[config.mk]
export PLATFORM = sky130hd
export DESIGN_NAME = xadc_scan_ctrl_flat
export DESIGN_NICKNAME = d
export VERILOG_FILES = /design/src/rtl/xadc_pkg.sv /design/src/rtl/xadc_scan_ctrl_if.sv /design/src/rtl/xadc_avg.sv /design/src/rtl/xadc_scan_ctrl.sv /design/src/flat_wrapper.sv
export SDC_FILE = /design/constraint.sdc
export NUM_CORES = 1
export LEC_CHECK = 0
export CAP_MARGIN = 40
export CORE_MARGIN = 2
export CORE_UTILIZATION = 47
export DETAILED_ROUTE_END_ITERATION = 7
export PLACE_DENSITY = 0.72
export SYNTH_ARGS = -nofsm -noshare
export SYNTH_HDL_FRONTEND = slang
export SYNTH_SLANG_ARGS = --single-unit
[constraint.sdc]
create_clock -name clk -period 3.8 [get_ports clk]
set_clock_uncertainty 0.05 [all_clocks]
set_input_delay 0.95 -clock clk [delete_from_list [all_inputs] [get_ports clk]]
set_output_delay 0.95 -clock clk [all_outputs]
set_load 0.02 [all_outputs]
[src/rtl/xadc_pkg.sv]
// Shared types and constants for the XADC auxiliary-channel scan sequencer.
package xadc_pkg;

  localparam int RES_W      = 12;
  localparam int DAC_CH_LSB = 12;
  localparam int DAC_CH_W   = 2;

  typedef logic [RES_W-1:0] result_t;

  typedef enum logic [2:0] {
    S_IDLE,
    S_WAIT_EOC,
    S_READ,
    S_WAIT_DRDY,
    S_STORE,
    S_DAC_REQ,
    S_NEXT
  } state_t;

  // DRP addresses of VAUX channels 0..3 as wired on the board
  localparam logic [6:0] CH_ADDR [4] = '{7'h1E, 7'h17, 7'h1F, 7'h16};

  // Next enabled channel after cur (wrapping); cur itself only if it is the sole one
  function automatic logic [1:0] next_ch(input logic [1:0] cur, input logic [3:0] en);
    logic [1:0] idx;
    next_ch = cur;
    for (int k = 4; k >= 1; k--) begin
      idx = cur + 2'(k);
      if (en[idx]) next_ch = idx;
    end
  endfunction

  function automatic logic [15:0] dac_pack(input logic [1:0] ch, input result_t r);
    dac_pack = '0;
    dac_pack[DAC_CH_LSB +: DAC_CH_W] = ch;
    dac_pack[RES_W-1:0] = r;
  endfunction

endpackage

[src/rtl/xadc_scan_ctrl_if.sv]
// DRP read bus and DAC send/done handshake seen by the scan sequencer.
interface xadc_scan_ctrl_if;
  logic        eoc;
  logic        drdy;
  logic [15:0] do_in;
  logic [6:0]  daddr;
  logic        den;
  logic [15:0] dac_word;
  logic        dac_send;
  logic        dac_done;

  modport master (
    input  eoc, drdy, do_in, dac_done,
    output daddr, den, dac_word, dac_send
  );

  modport slave (
    output eoc, drdy, do_in, dac_done,
    input  daddr, den, dac_word, dac_send
  );
endinterface

[src/rtl/xadc_avg.sv]
// Per-channel sample accumulator: emits sum >> AVG_LOG2 on every 2^AVG_LOG2-th sample.
module xadc_avg
  import xadc_pkg::*;
#(
  parameter int AVG_LOG2 = 4
) (
  input  logic    clk,
  input  logic    rst,
  input  logic    add,
  input  result_t sample,
  output logic    done,
  output result_t result
);

  // Wide enough to hold 2^AVG_LOG2 full-scale samples without wrapping
  localparam int ACC_W = RES_W + AVG_LOG2;

  logic [ACC_W-1:0]    acc_reg;
  logic [ACC_W-1:0]    sum;
  logic [AVG_LOG2-1:0] cnt_reg;

  assign sum    = acc_reg + ACC_W'(sample);
  assign done   = add && (cnt_reg == '1);
  assign result = sum[ACC_W-1:AVG_LOG2];

  always_ff @(posedge clk or posedge rst) begin
    if (rst) begin
      acc_reg <= '0;
      cnt_reg <= '0;
    end else if (add) begin
      if (done) begin
        acc_reg <= '0;
        cnt_reg <= '0;
      end else begin
        acc_reg <= sum;
        cnt_reg <= cnt_reg + 1'b1;
      end
    end
  end

endmodule

[src/rtl/xadc_scan_ctrl.sv]
// Round-robin XADC DRP scanner feeding the SPI DAC path.
// Define XADC_AVG_EN to average 2^AVG_LOG2 samples per channel before each result.
module xadc_scan_ctrl
  import xadc_pkg::*;
#(
  parameter int DRDY_TIMEOUT = 15,
  parameter int AVG_LOG2     = 4,
  parameter int NOISE_FLOOR  = 7
) (
  input  logic                    clk,
  input  logic                    rst,
  input  logic [3:0]              ch_en,
  input  logic [1:0]              rd_sel,
  output result_t                 rd_data,
  output logic [3:0]              valid,
  output logic                    err,
  xadc_scan_ctrl_if.master        bus
);

  localparam int TW = $clog2(DRDY_TIMEOUT + 1);

  if (AVG_LOG2 < 1 || AVG_LOG2 > 16) begin : g_avg_range
    $error("AVG_LOG2 must be in 1..16");
  end

  state_t        state_reg;
  logic [1:0]    cur_reg;
  logic [TW-1:0] timer_reg;
  result_t       sample_reg;
  result_t       results_reg [4];
  logic [6:0]    daddr_reg;
  logic          den_reg;
  logic [15:0]   dac_word_reg;
  logic          dac_send_reg;
  logic [3:0]    valid_reg;
  logic          err_reg;

  logic    store_hit;
  result_t store_val;
  result_t cond_val;

`ifdef XADC_AVG_EN
  logic [3:0] avg_add;
  logic [3:0] avg_done;
  result_t    avg_res [4];

  for (genvar gi = 0; gi < 4; gi++) begin : g_avg
    assign avg_add[gi] = (state_reg == S_STORE) && (cur_reg == 2'(gi));
    xadc_avg #(.AVG_LOG2(AVG_LOG2)) u_avg (
      .clk    (clk),
      .rst    (rst),
      .add    (avg_add[gi]),
      .sample (sample_reg),
      .done   (avg_done[gi]),
      .result (avg_res[gi])
    );
  end

  assign store_hit = avg_done[cur_reg];
  assign store_val = avg_res[cur_reg];
`else
  assign store_hit = 1'b1;
  assign store_val = sample_reg;
`endif

  assign cond_val = (store_val <= RES_W'(NOISE_FLOOR)) ? '0 : store_val;

  always_ff @(posedge clk or posedge rst) begin
    if (rst) begin
      state_reg    <= S_IDLE;
      cur_reg      <= '0;
      timer_reg    <= '0;
      sample_reg   <= '0;
      for (int i = 0; i < 4; i++) results_reg[i] <= '0;
      daddr_reg    <= CH_ADDR[0];
      den_reg      <= 1'b0;
      dac_word_reg <= '0;
      dac_send_reg <= 1'b0;
      valid_reg    <= '0;
      err_reg      <= 1'b0;
    end else begin
      den_reg <= 1'b0;
      case (state_reg)
        S_IDLE: begin
          if (ch_en != 4'b0000) begin
            cur_reg   <= next_ch(2'd3, ch_en);
            state_reg <= S_WAIT_EOC;
          end
        end
        S_WAIT_EOC: begin
          if (bus.eoc) begin
            den_reg   <= 1'b1;
            daddr_reg <= CH_ADDR[cur_reg];
            state_reg <= S_READ;
          end
        end
        S_READ: begin
          timer_reg <= '0;
          state_reg <= S_WAIT_DRDY;
        end
        S_WAIT_DRDY: begin
          if (bus.drdy) begin
            sample_reg <= bus.do_in[15:4];
            state_reg  <= S_STORE;
          end else if (timer_reg == TW'(DRDY_TIMEOUT - 1)) begin
            err_reg   <= 1'b1;
            state_reg <= S_NEXT;
          end else begin
            timer_reg <= timer_reg + TW'(1);
          end
        end
        S_STORE: begin
          if (store_hit) begin
            results_reg[cur_reg] <= cond_val;
            valid_reg[cur_reg]   <= 1'b1;
            dac_word_reg         <= dac_pack(cur_reg, cond_val);
            dac_send_reg         <= 1'b1;
            state_reg            <= S_DAC_REQ;
          end else begin
            state_reg <= S_NEXT;
          end
        end
        S_DAC_REQ: begin
          if (bus.dac_done) begin
            dac_send_reg <= 1'b0;
            state_reg    <= S_NEXT;
          end
        end
        S_NEXT: begin
          if (ch_en == 4'b0000) begin
            state_reg <= S_IDLE;
          end else begin
            cur_reg   <= next_ch(cur_reg, ch_en);
            state_reg <= S_WAIT_EOC;
          end
        end
        default: state_reg <= S_IDLE;
      endcase
    end
  end

  assign rd_data      = results_reg[rd_sel];
  assign valid        = valid_reg;
  assign err          = err_reg;
  assign bus.daddr    = daddr_reg;
  assign bus.den      = den_reg;
  assign bus.dac_word = dac_word_reg;
  assign bus.dac_send = dac_send_reg;

endmodule

[src/flat_wrapper.sv]
// flat-port wrapper written by rule: the top's interface ports become plain ports
module xadc_scan_ctrl_flat import xadc_pkg::*;
#(
  parameter int DRDY_TIMEOUT = 15,
  parameter int AVG_LOG2     = 4,
  parameter int NOISE_FLOOR  = 7
)
  (clk, rst, ch_en, rd_sel, rd_data, valid, err, bus_eoc, bus_drdy, bus_do_in, bus_dac_done, bus_daddr, bus_den, bus_dac_word, bus_dac_send);
  xadc_scan_ctrl_if bus_i ();
  input  logic clk;
  input  logic rst;
  input  logic [3:0] ch_en;
  input  logic [1:0] rd_sel;
  output result_t rd_data;
  output logic [3:0] valid;
  output logic err;
  input wire logic [$bits(bus_i.eoc)-1:0] bus_eoc;
  input wire logic [$bits(bus_i.drdy)-1:0] bus_drdy;
  input wire logic [$bits(bus_i.do_in)-1:0] bus_do_in;
  input wire logic [$bits(bus_i.dac_done)-1:0] bus_dac_done;
  output wire logic [$bits(bus_i.daddr)-1:0] bus_daddr;
  output wire logic [$bits(bus_i.den)-1:0] bus_den;
  output wire logic [$bits(bus_i.dac_word)-1:0] bus_dac_word;
  output wire logic [$bits(bus_i.dac_send)-1:0] bus_dac_send;
  assign bus_i.eoc = bus_eoc;
  assign bus_i.drdy = bus_drdy;
  assign bus_i.do_in = bus_do_in;
  assign bus_i.dac_done = bus_dac_done;
  assign bus_daddr = bus_i.daddr;
  assign bus_den = bus_i.den;
  assign bus_dac_word = bus_i.dac_word;
  assign bus_dac_send = bus_i.dac_send;
  xadc_scan_ctrl #(.DRDY_TIMEOUT(DRDY_TIMEOUT), .AVG_LOG2(AVG_LOG2), .NOISE_FLOOR(NOISE_FLOOR)) u_core (.clk(clk), .rst(rst), .ch_en(ch_en), .rd_sel(rd_sel), .rd_data(rd_data), .valid(valid), .err(err), .bus(bus_i));
endmodule
Word-level counts from Yosys, hierarchy flattened
Index checks and enable logic that the tools add are counted.
{ "classes": {"n_eq_ne": 15, "add_sub_neg": 4, "n_bitwise": 4, "order_cmp": 9, "n_mux": 41, "n_reduce_logical": 15} }
{ "ops": {"columns": ["operator", "n"], "rows": [
  ["48-bit bitwise mux", 1],
  ["12-bit 2-to-1 mux", 4],
  ["12-bit binary-select mux with 2-bit select", 1],
  ["12-bit demux with 2-bit select", 1],
  ["3-bit case mux with 7 select lines", 1],
  ["3-bit 2-to-1 mux", 5],
  ["7-bit binary-select mux with 2-bit select", 1],
  ["2-bit 2-to-1 mux", 7],
  ["7-bit 2-to-1 mux", 2],
  ["12-bit by 3-bit less-or-equal comparator with 1-bit output (second input constant)", 1],
  ["2-bit by 3-bit < comparator with 1-bit output (second input constant)", 4],
  ["2-bit inequality test (second input constant)", 5],
  ["3-bit equality test (second input constant)", 3],
  ["1-bit 2-to-1 mux", 9],
  ["4-bit 2-to-1 mux", 2],
  ["4-bit case mux with 2 select lines", 1],
  ["4-bit AND reduction", 2],
  ["1-bit binary-select mux with 2-bit select", 3],
  ["3-bit by 2-bit equality test with 1-bit output (second input constant)", 2],
  ["3-bit >= comparator (second input constant)", 2],
  ["2-bit NOT with 3-bit output", 2],
  ["2-bit AND reduction", 3],
  ["3-bit AND reduction", 2],
  ["2-bit nonzero test", 3],
  ["19 further kinds", 21]
]} }
{ "totals": {"register_bits": 97, "in_bits": 27} }

Longest topological paths before layout
{ "depth": {"ltp_word": 8, "depth_mapped": 7, "depth_no_buf": 6} }

Least setup slack after synthesis
No wires, ideal clock.
{ "synth_timing": {"kind": "in2out", "from": "in rd_sel[1]", "to": "out rd_data[10]", "arrival_ps": 1828, "slack_ps": 972, "stages": 2, "cell_sequence": "buf_2 > mux4_2"} }
{ "synth_between": {"elab_chain_cells": 4} }
{ "synth_rtl": {"columns": ["element", "line_no", "text"], "rows": [
  ["from (decl)", "flat_wrapper.sv:13", "input logic [1:0] rd_sel;"],
  ["2-bit NOT with 3-bit output (not written as such)", "xadc_scan_ctrl.sv:142", "assign rd_data = results_reg[rd_sel];"],
  ["12-bit binary-select mux with 2-bit select", "xadc_scan_ctrl.sv:142", null],
  ["12-bit 2-to-1 mux (not written as such) (2 in a row)", "xadc_scan_ctrl.sv:142", null],
  ["to (decl)", "flat_wrapper.sv:14", "output result_t rd_data;"]
]} }
No other way between the ends. The select of a mux whose other input is x is not followed.

Final worst setup path
{ "layout_timing": {"from": "in rd_sel[1]", "to": "out rd_data[5]"} }
Same word-level chain as after synthesis.

==> impl_results.md <==
* Status: finished clean
* Crit path largest cell delay at 560 ps
* Post-route setup slack at 63.2 ps
* Total Neg Setup Slack at 0 ps
* Async set-or-reset flop fraction in the synthesized netlist at 1.00
* Logic pwr share at 0.373
* Pwr Density at 765 nW/um2
* Share of power burned in registers at 0.446
* # hold bufs at CTS at 0
* Drt drc at 0
* # IOs at 69
* Pre-antenna DRT Iters at 4
* Final Hold Viols at 0
* Port Buf Inserts at 57
* Hold WC Path Type: flop to flop
* GRT overflow at 0
* Share of post-route cells with drive strength above 1 at 0.224
* #FFs+latches synth at 92
* Ranking of synthesized cells by area: dfrtp_1 55%, mux2_2 14%, mux4_2 7.1%
* Final Cycle Share at 0.983
* Post_cts resized at 0
* First-pass GRT wire length at 13800 um
* Detail Route Antenna Nets at 0
* Mapped Avg Cell Area at 12.3 um2
* Sink Count at 92
* Skew-Pair Late Insertion Delay at 360 ps
* CP max stage cell: clkdlybuf4s50_1
* Reg-to-Reg Start: u_core.cur_reg[0]$_DFFE_PP0P_
* Internal power at 2.49 mW
* Total setup buffers inserted after CTS at 0
* Area of the mapped netlist at 4120 um2
* Crit path DAT at 2740 ps
* WL met2 at 3850 um
* Worst r2r path cells at 6
* Synth unique cells at 36
* Top delay family on crit path: buffers and inverters
* Worst Hold End: u_core.valid[2]$_DFFE_PP0P_
* Startpoint Class: input pin
* Crit. End Element: primary output
* Met3 routed WL at 408 um
* Buf+Inv Stages, Crit Path at 3
* Worst rel slew slack at 0.422
* Full die area at 9540 um2
* Fmax at 268 MHz
* Clock power share at 0.181
* Leakage at 2.31 nW
* Top FF cell, synth: dfrtp_1
* Number of flip-flops in the largest register at 48
* Highest routed layer: met4
* Reg2reg setup slack at 1500 ps
* Worst hold start: u_core.valid[2]$_DFFE_PP0P_
* Starting DRT DRC Count at 71
* WL/cell at 15.9 um
* Req. time, crit path at 2800 ps
* GRT Total Usage at 0.183
* Critical path cell sequence: clkdlybuf4s50_1, buf_12, mux4_2, clkdlybuf4s50_1
* Nets at 426
* Crit-path max FO at 12
* Switch Pwr at 1.35 mW
* Tightest Pin Transition at 868 ps
* Final setup viols at 0
* Post-route met1 wirelength at 3730 um
* Root Buffer: clkbuf_8
* Via count at 2654
* Fin area at 5020 um2
* Most common cell on crit path: clkdlybuf4s50_1
* Starting Density at 0.480
* Commonest non-fill, non-tap cells in the layout: 91 x dfrtp_1, 65 x nand2_1, 57 x clkdlybuf4s50_1, 51 x mux2_2, 21 x o21ai_0
* Sw Ratio at 0.352
* Clock Pin Slew Worst Setup and Hold Paths at 100 ps
* Synth Warn # at 0
* Cell Area, Placed at 4810 um2
* GPL Wtd Cong at 0.833
* Pre-CTS setup slack at 48.3 ps
* Vias in the first global route at 2755
* Rows at 34
* Hold Crit Depth at 1
* Max VDD drop at 331 uV
* Fin crit period at 3740 ps
* Antenna violations before repair at 0
* Post-DP HPWL at 5530 um
* Yosys top cell by area: dfrtp_1
* P&R area growth vs syn at 21.7%
* Maxcap violations at 0
* Final wirelength at 8030 um
* CTS H-tree depth at 3
* Crit Path Category: input pin to primary output
* CTS tree: built
* Reg2reg end: u_core.cur_reg[0]$_DFFE_PP0P_
* Unrepaired setup endpoints after global routing: false
* Number of buffers created by CTS at 9
* Diode count at 0
* Most common cell after layout, fill and taps aside: dfrtp_1
* Die boundary height at 97.7 um
* Total chip power at 3.84 mW
* Die X at 97.7 um
* Final Max Tran Viols at 0
* Clock Path Buffers at 2
* Largest net degree at the start of global routing at 52
* Number of synthesized flops with an enable pin at 0
* Synth Instances at 336
* Hold WS at 419 ps
* Seq/Total Area, Yosys at 0.559
* Vias per std cell at 5.25
* Core box area at 8590 um2
* Share of the synthesized area in the top cell type at 0.552
## worst max-delay path by stage
| stage | start | to | slack (ps) | cells past startpoint |
|---|---|---|---|---|
| 3_5_place_dp | rd_sel[1] | rd_data[5] | 50 | 4 |
| 5_1_grt | rd_sel[1] | rd_data[5] | 10 | 4 |
| 3_3_place_gp | rd_sel[1] | rd_data[5] | 70 | 4 |
| 2_1_floorplan | rst | u_core.bus.dac_send$_DFFE_PP0P_ | 410 | 1 |
| 6_report | rd_sel[1] | rd_data[5] | 60 | 4 |
| 4_1_cts | rd_sel[1] | rd_data[5] | 50 | 4 |
## worst reg2reg max path, cell delays in order (launching register included)
cell	delay, ps
dfrtp_1	630
inv_1	180
ha_1	410
mux4_1	310
or2b_1	250
a22o_1	200
a22o_1	170
## synthesized netlist by cell type, types with 2 or more instances
library cell	number
mux2_2	51
dfrtp_1	91
nor4_1	3
clkbuf_1	9
nor2_1	6
ha_1	6
xor2_1	2
o21ai_0	21
conb_1	2
buf_2	2
nor2b_1	5
nand3_1	5
mux4_2	13
a22o_1	2
o31ai_1	2
nand2b_1	10
inv_1	8
nand2_1	65
buf_4	7
a31oi_1	2
a21oi_1	9
## power groups by stage
stage	registers [mW]	logic (mW)	clock network, mW
2_1_floorplan	1.74	0.874	0
6_report	1.71	1.43	0.696
4_1_cts	1.71	1.45	0.717
3_3_place_gp	1.71	1.41	0
3_5_place_dp	1.73	1.45	0
5_1_grt	1.78	1.57	0.751
## cells by family after synthesis
kind of cell    Yosys count  synth area share
fa+ha+maj                 6            0.0182
buf+inv                  28            0.0343
mux                      65             0.217
compound gates           38            0.0516
simple gates            102             0.113
xor+xnor                  3           0.00637
other cells               2           0.00182
flops                    92             0.559
## metal layers
metal,vias to the layer above,global-route usage
li1,1265,-
met1,1318,0.251
met2,67,0.289
met3,4,0.0590
met4,0,0.0406
met5,-,0
## cell type report
| class | instances | area, um2 |
|---|---|---|
| fillers | 711 | 3570 |
| flip-flops and latches | 92 | 2300 |
| multi-input cells | 221 | 1700 |
| repair buffers | 61 | 638 |
| clock buffers | 10 | 138 |
| well taps | 108 | 135 |
| clock inverters | 6 | 75.1 |
| inverters | 8 | 31.3 |
## through the flow
step,std cells,util
finish,506,0.584
global route,506,0.584
CTS,506,0.584
detailed placement,490,0.559
global placement,490,0.559
floorplan,341,-
Power figures use the tool's default switching activity.
